**src/rtl/mtap_pkg.sv**
```systemverilog
// Shared definitions for the clocked joypad multitap.
//   MTAP_MAX_PORTS   : largest supported NPORTS
//   MTAP_IDX_W       : width of the scan index / PORT_IDX output
//   MTAP_OVF_DEFAULT : default data returned once the scan runs past the last port
//   mtap_state_e     : scan FSM states
//   port_slice(k,dw) : LSB position of port k inside the packed pad bus
package mtap_pkg;

  localparam int MTAP_MAX_PORTS = 8;
  localparam int MTAP_IDX_W = 4;
  localparam logic [3:0] MTAP_OVF_DEFAULT = 4'b0000;

  typedef enum logic {
    ST_SCAN = 1'b0,
    ST_OVF  = 1'b1
  } mtap_state_e;

  function automatic int unsigned port_slice(input int unsigned k, input int unsigned dw);
    return k * dw;
  endfunction

endpackage

```
**src/rtl/mtap_sync_edge.sv**
```systemverilog
// Synchroniser for one host control line plus rising-edge detect.
//   clk_i   : system clock
//   reset_i : synchronous active-high reset, clears the whole chain
//   async_i : host signal, asynchronous to clk_i
//   sync_o  : async_i after STAGES flops
//   rise_o  : one-cycle pulse when sync_o goes 0 -> 1
module mtap_sync_edge #(
  parameter int STAGES = 2
) (
  input  logic clk_i,
  input  logic reset_i,
  input  logic async_i,
  output logic sync_o,
  output logic rise_o
);

  logic [STAGES-1:0] chain_q;
  logic              last_q;

  always_ff @(posedge clk_i) begin
    if (reset_i) begin
      chain_q <= '0;
      last_q  <= 1'b0;
    end else begin
      chain_q <= {chain_q[STAGES-2:0], async_i};
      last_q  <= chain_q[STAGES-1];
    end
  end

  assign sync_o = chain_q[STAGES-1];
  assign rise_o = chain_q[STAGES-1] & ~last_q;

endmodule

```
**src/rtl/upd65005_mtap_sync.sv**
```systemverilog
// Clocked joypad multitap. Synchronises host SEL/CLR, steps a scan index on every
// SEL rise, fans SEL/CLR out to the pads and returns the selected pad's nibble on a
// registered output. Past the last port the index saturates and OVF_VAL is returned.
// In bypass only port 0 is connected.
//   clk_i       : system clock
//   reset_i     : synchronous active-high reset
//   host_clr_i  : host CLR (async)
//   host_sel_i  : host SEL (async)
//   bypass_i    : 1 = port 0 passthrough, index held at 0
//   d_out_o     : registered data to host
//   pd_i        : pad data, port k at [k*DW +: DW]
//   p_clr_o     : per-port CLR
//   p_sel_o     : per-port SEL (1 = idle)
//   port_idx_o  : current scan index, NPORTS means overflow
//
// state   | meaning
// --------+-----------------------------------------------
// ST_SCAN | idx < NPORTS, a pad is selected
// ST_OVF  | idx == NPORTS, no pad selected, SEL rises hold
module upd65005_mtap_sync
  import mtap_pkg::*;
#(
  parameter int NPORTS = 5,
  parameter int DW = 4,
  parameter int SYNC_STAGES = 2,
  parameter logic [DW-1:0] OVF_VAL = DW'(MTAP_OVF_DEFAULT)
) (
  input  logic                    clk_i,
  input  logic                    reset_i,
  input  logic                    host_clr_i,
  input  logic                    host_sel_i,
  input  logic                    bypass_i,
  output logic [DW-1:0]           d_out_o,
  input  logic [NPORTS*DW-1:0]    pd_i,
  output logic [NPORTS-1:0]       p_clr_o,
  output logic [NPORTS-1:0]       p_sel_o,
  output logic [MTAP_IDX_W-1:0]   port_idx_o
);

  localparam logic [MTAP_IDX_W-1:0] LAST_IDX = MTAP_IDX_W'(NPORTS);

  logic clr_s, clr_rise_unused;
  logic sel_s, sel_rise;

  mtap_sync_edge #(.STAGES(SYNC_STAGES)) u_sync_clr (
    .clk_i   (clk_i),
    .reset_i (reset_i),
    .async_i (host_clr_i),
    .sync_o  (clr_s),
    .rise_o  (clr_rise_unused)
  );

  mtap_sync_edge #(.STAGES(SYNC_STAGES)) u_sync_sel (
    .clk_i   (clk_i),
    .reset_i (reset_i),
    .async_i (host_sel_i),
    .sync_o  (sel_s),
    .rise_o  (sel_rise)
  );

  logic [DW-1:0] pad_w [NPORTS];

  for (genvar k = 0; k < NPORTS; k++) begin : g_pad
    assign pad_w[k] = pd_i[port_slice(k, DW) +: DW];
  end

  mtap_state_e             state_q, state_d;
  logic [MTAP_IDX_W-1:0]   idx_q, idx_d;
  logic [DW-1:0]           d_out_q, d_out_d;
  logic [NPORTS-1:0]       p_clr_q, p_clr_d;
  logic [NPORTS-1:0]       p_sel_q, p_sel_d;

  always_comb begin
    state_d = state_q;
    idx_d   = idx_q;
    // CLR is level-dominant, so a SEL rise in the same cycle is discarded.
    if (bypass_i || clr_s) begin
      idx_d   = '0;
      state_d = ST_SCAN;
    end else if (sel_rise) begin
      unique case (state_q)
        ST_SCAN: begin
          idx_d   = idx_q + 1'b1;
          state_d = (idx_q + 1'b1 == LAST_IDX) ? ST_OVF : ST_SCAN;
        end
        default: ;
      endcase
    end

    // Fan-out uses the next index so P_SEL lines up with PORT_IDX.
    p_sel_d = '1;
    p_clr_d = '0;
    if (bypass_i) begin
      p_sel_d[0] = sel_s;
      p_clr_d[0] = clr_s;
    end else begin
      p_clr_d = {NPORTS{clr_s}};
      for (int k = 0; k < NPORTS; k++) begin
        if (idx_d == MTAP_IDX_W'(k)) p_sel_d[k] = sel_s;
      end
    end

    // Output mux samples the current index, giving the extra register stage.
    d_out_d = OVF_VAL;
    if (bypass_i) begin
      d_out_d = pad_w[0];
    end else if (state_q == ST_SCAN) begin
      for (int k = 0; k < NPORTS; k++) begin
        if (idx_q == MTAP_IDX_W'(k)) d_out_d = pad_w[k];
      end
    end
  end

  always_ff @(posedge clk_i) begin
    if (reset_i) begin
      state_q <= ST_SCAN;
      idx_q   <= '0;
      d_out_q <= OVF_VAL;
      p_clr_q <= '0;
      p_sel_q <= '1;
    end else begin
      state_q <= state_d;
      idx_q   <= idx_d;
      d_out_q <= d_out_d;
      p_clr_q <= p_clr_d;
      p_sel_q <= p_sel_d;
    end
  end

  assign d_out_o    = d_out_q;
  assign p_clr_o    = p_clr_q;
  assign p_sel_o    = p_sel_q;
  assign port_idx_o = idx_q;

endmodule

```
**config.mk**
```make
export PLATFORM = sky130hd
export DESIGN_NAME = upd65005_mtap_sync
export DESIGN_NICKNAME = d
export VERILOG_FILES = /design/src/rtl/mtap_pkg.sv /design/src/rtl/mtap_sync_edge.sv /design/src/rtl/upd65005_mtap_sync.sv
export SDC_FILE = /design/constraint.sdc
export NUM_CORES = 1
export LEC_CHECK = 0
export CAP_MARGIN = 20
export CORE_AREA = 2 2 70 72
export CTS_CLUSTER_SIZE = 16
export DETAILED_ROUTE_END_ITERATION = 6
export DIE_AREA = 0 0 72 74
export PLACE_DENSITY_LB_ADDON = 0.12
export REMOVE_ABC_BUFFERS = 1
export SYNTH_ARGS = -nofsm -noshare
export SYNTH_HDL_FRONTEND = slang
export SYNTH_HIERARCHICAL = 1
export SYNTH_SLANG_ARGS = --single-unit
```
**constraint.sdc**
```tcl
create_clock -name clk_i -period 1.6 [get_ports clk_i]
set_input_delay 0.24 -clock clk_i [delete_from_list [all_inputs] [get_ports clk_i]]
set_output_delay 0.24 -clock clk_i [all_outputs]
set_load 0.01 [all_outputs]
```
==> results.yml <==
pwr:
  power.share.switching: 0.230
  p_int_uw: 834
  combinational_group_share_of_total_power: 0.171
  power.density_mw_per_mm2: 610
  total_switching_power_uw: 250
  power.share.clock: 0.325
  p_seq_frac: 0.504
  leakagePower_uw: 0.000653
  irDropWorstVdd_mv: 0.454
layout:
  antenna_cells_inserted: 0
  layout.cells.most_common: "sky130_fd_sc_hd__clkdlybuf4s50_1"
  layout_common_cells: "41 x sky130_fd_sc_hd__clkdlybuf4s50_1, 17 x sky130_fd_sc_hd__dfxtp_1, 16 x sky130_fd_sc_hd__buf_4, 7 x sky130_fd_sc_hd__nor3_1, 7 x sky130_fd_sc_hd__nor2b_1"
  layout.cells.non_filler: 224
  drive_gt1_frac: 0.247
  final_core_util: 0.386
  final_design_area_no_fill_mm2: 0.00178
  area_growth_syn_to_layout_pct: 66.7
  fin_nets: 201
global_route:
  initial_antenna_violation_count: 0
  grt_start_max_net_pins: 16
  grt_pass1_vias: 1070
  grt_overflow: 0
  grt_pass1_wl_um: 4950
  global_routing_usage_summed_across_all_routing_layers: 0.121
critical_path:
  worstPathMaxFanout: 5
  timing.critical_path.from_type: "flip-flop"
  critical_path.top_delay_family: "compound AO/OA/AOI/OAI gates"
  slowest_stage_delay_on_critical_path_ps: 350
  cp-end-kind: "flip-flop"
  timing.critical_path.mode_cell: "sky130_fd_sc_hd__inv_1"
  cp_data_arrival_time_ps: 1680
  timing.critical_path.slowest_stage_cell: "sky130_fd_sc_hd__dfxtp_2"
  buf_inv_stages_crit_path: 3
  timing.critical_path.required_ps: 1750
  crit_type: "flip-flop to flip-flop"
  crit_chain: "inv_1, buf_4, ha_2, inv_1, o21ai_1, o22ai_1, a32o_1"
placement:
  dp_cells: 219
  globalplace.congestion: 0.751
  placement.setup.worst_slack_ps: -109
  dp_hpwl_um: 2340
  place_area_mm2: 0.00165
  port_buffers: 42
yosys:
  netlist_area_mm2: 0.00107
  post_synth.cell_area_avg_um2: 9.35
  netlist_instances: 114
  synth_warnings: 6
drt:
  drt.antenna.violating_nets: 0
  wl_per_cell_um: 13.7
  detailroute.via_count: 1052
  detailedRoute.firstPassIterationCount: 4
  routed_wl_um: 3060
  viasPerCell: 4.70
  drt_iter0_markers: 39
  detail_route.drc_violations: 0
die:
  die_y_um: 74
  core_area_mm2: 0.00460
  floorplan.die_area_mm2: 0.00533
  initial_utilization: 0.232
  floorplan.io_pins: 43
  std_cell_rows: 25
  die_width_um: 72
timing:
  fmaxAchievable_mhz: 653
  setup_slack_ps: 67.6
  worst_clock_skew_ps: 10.9
  final_max_slew_viol_count: 0
  slew_headroom: 0.652
  worst_slew_pin_slew_ps: 515
  layout_worst_path_cycle_share: 0.958
  rsz0062_at_grt: "false"
  min_period_ps: 1530
  finalHoldViolCount: 0
  setup-violations-final: 0
clock_network:
  cts_hold_repair.buffers: 0
  tritoncts: "yes"
  htree_levels: 1
  maximum_buffer_depth_of_the_clock_tree: 2
  clock_latency_ps: 260
  cts_made_buffers: 3
  clkTransAtPathRegs_ps: 80
  clockRootBuffer: "sky130_fd_sc_hd__clkbuf_8"
  clock-sinks: 21
outcome:
  run_status: "finished, final reports clean"
job:
  drv_cap: 0
hold_path:
  hold_path_class: "flip-flop to flip-flop"
==> sequential cells by signal (all words and copies together) (netlist names) <==
name / count
u_sync_clr/chain_q: 2
state_q: 1
u_sync_sel/last_q: 1
p_clr_o: 2
d_out_o: 4
u_sync_sel/chain_q: 2
port_idx_o: 4
p_sel_o: 5
==> worst register-to-register path: cells and delay by family (launching register included) <==
family	cells	cell delay [ps]
flops	1	350
fa+ha+maj	1	250
compound gates	3	520
buf+inv	3	310
==> layout make-up <==
cell class	instances	area [µm²]
Clock buffer	3	41.3
Clock inverter	1	7.51
Fill cell	465	2820
Inverter	3	11.3
Multi-Input combinational cell	83	661
Sequential cell	21	425
Tap cell	54	67.6
Timing Repair Buffer	59	563
==> power by group through the flow <==
stage	clock [µW]	sequential (µW)	combinational [µW]
after floorplan	0	565	46.8
after global placement	0	558	174
after detailed placement	0	558	174
after CTS	369	547	181
after global routing	388	549	199
final	352	546	185
==> stage by stage <==
| stage | hold slack [ps] | setup TNS [ps] | total power [µW] |
|---|---|---|---|
| 2_1_floorplan | 312 | -1090 | 611 |
| 3_3_place_gp | 417 | -635 | 731 |
| 3_5_place_dp | 420 | -946 | 733 |
| 4_1_cts | 442 | -15.7 | 1100 |
| 5_1_grt | 463 | 0 | 1140 |
| 6_report | 443 | 0 | 1080 |
==> layer usage <==
metal	GRT usage	share of wire	up-vias	wire, µm
met2	0.209	0.48	37	1460
met4	0.0419	0.011	0	34
met5	0	0	-	0
met1	0.146	0.45	481	1360
met3	0.0325	0.066	4	203
li1	-	-	530	-
==> worst paths after layout <==
kind                               from                    end  slack [ps]  depth (start not counted)
setup / recovery          port_idx_o[0]             d_out_o[1]          70                          7
setup reg to reg          port_idx_o[0]             d_out_o[1]          70                          7
hold / removal    u_sync_clr/chain_q[0]  u_sync_clr/chain_q[1]         440                          1
hold reg to reg   u_sync_clr/chain_q[0]  u_sync_clr/chain_q[1]         440                          1
==> timing repair <==
| item | in CTS | in global routing |
|---|---|---|
| gates resized for setup | 8 | 13 |
| pin swaps | 7 | 2 |
| endpoints found under the setup margin | 9 | 10 |
| buffers inserted | 0 | 1 |
Note: power is estimated with default switching activity, not from simulation.
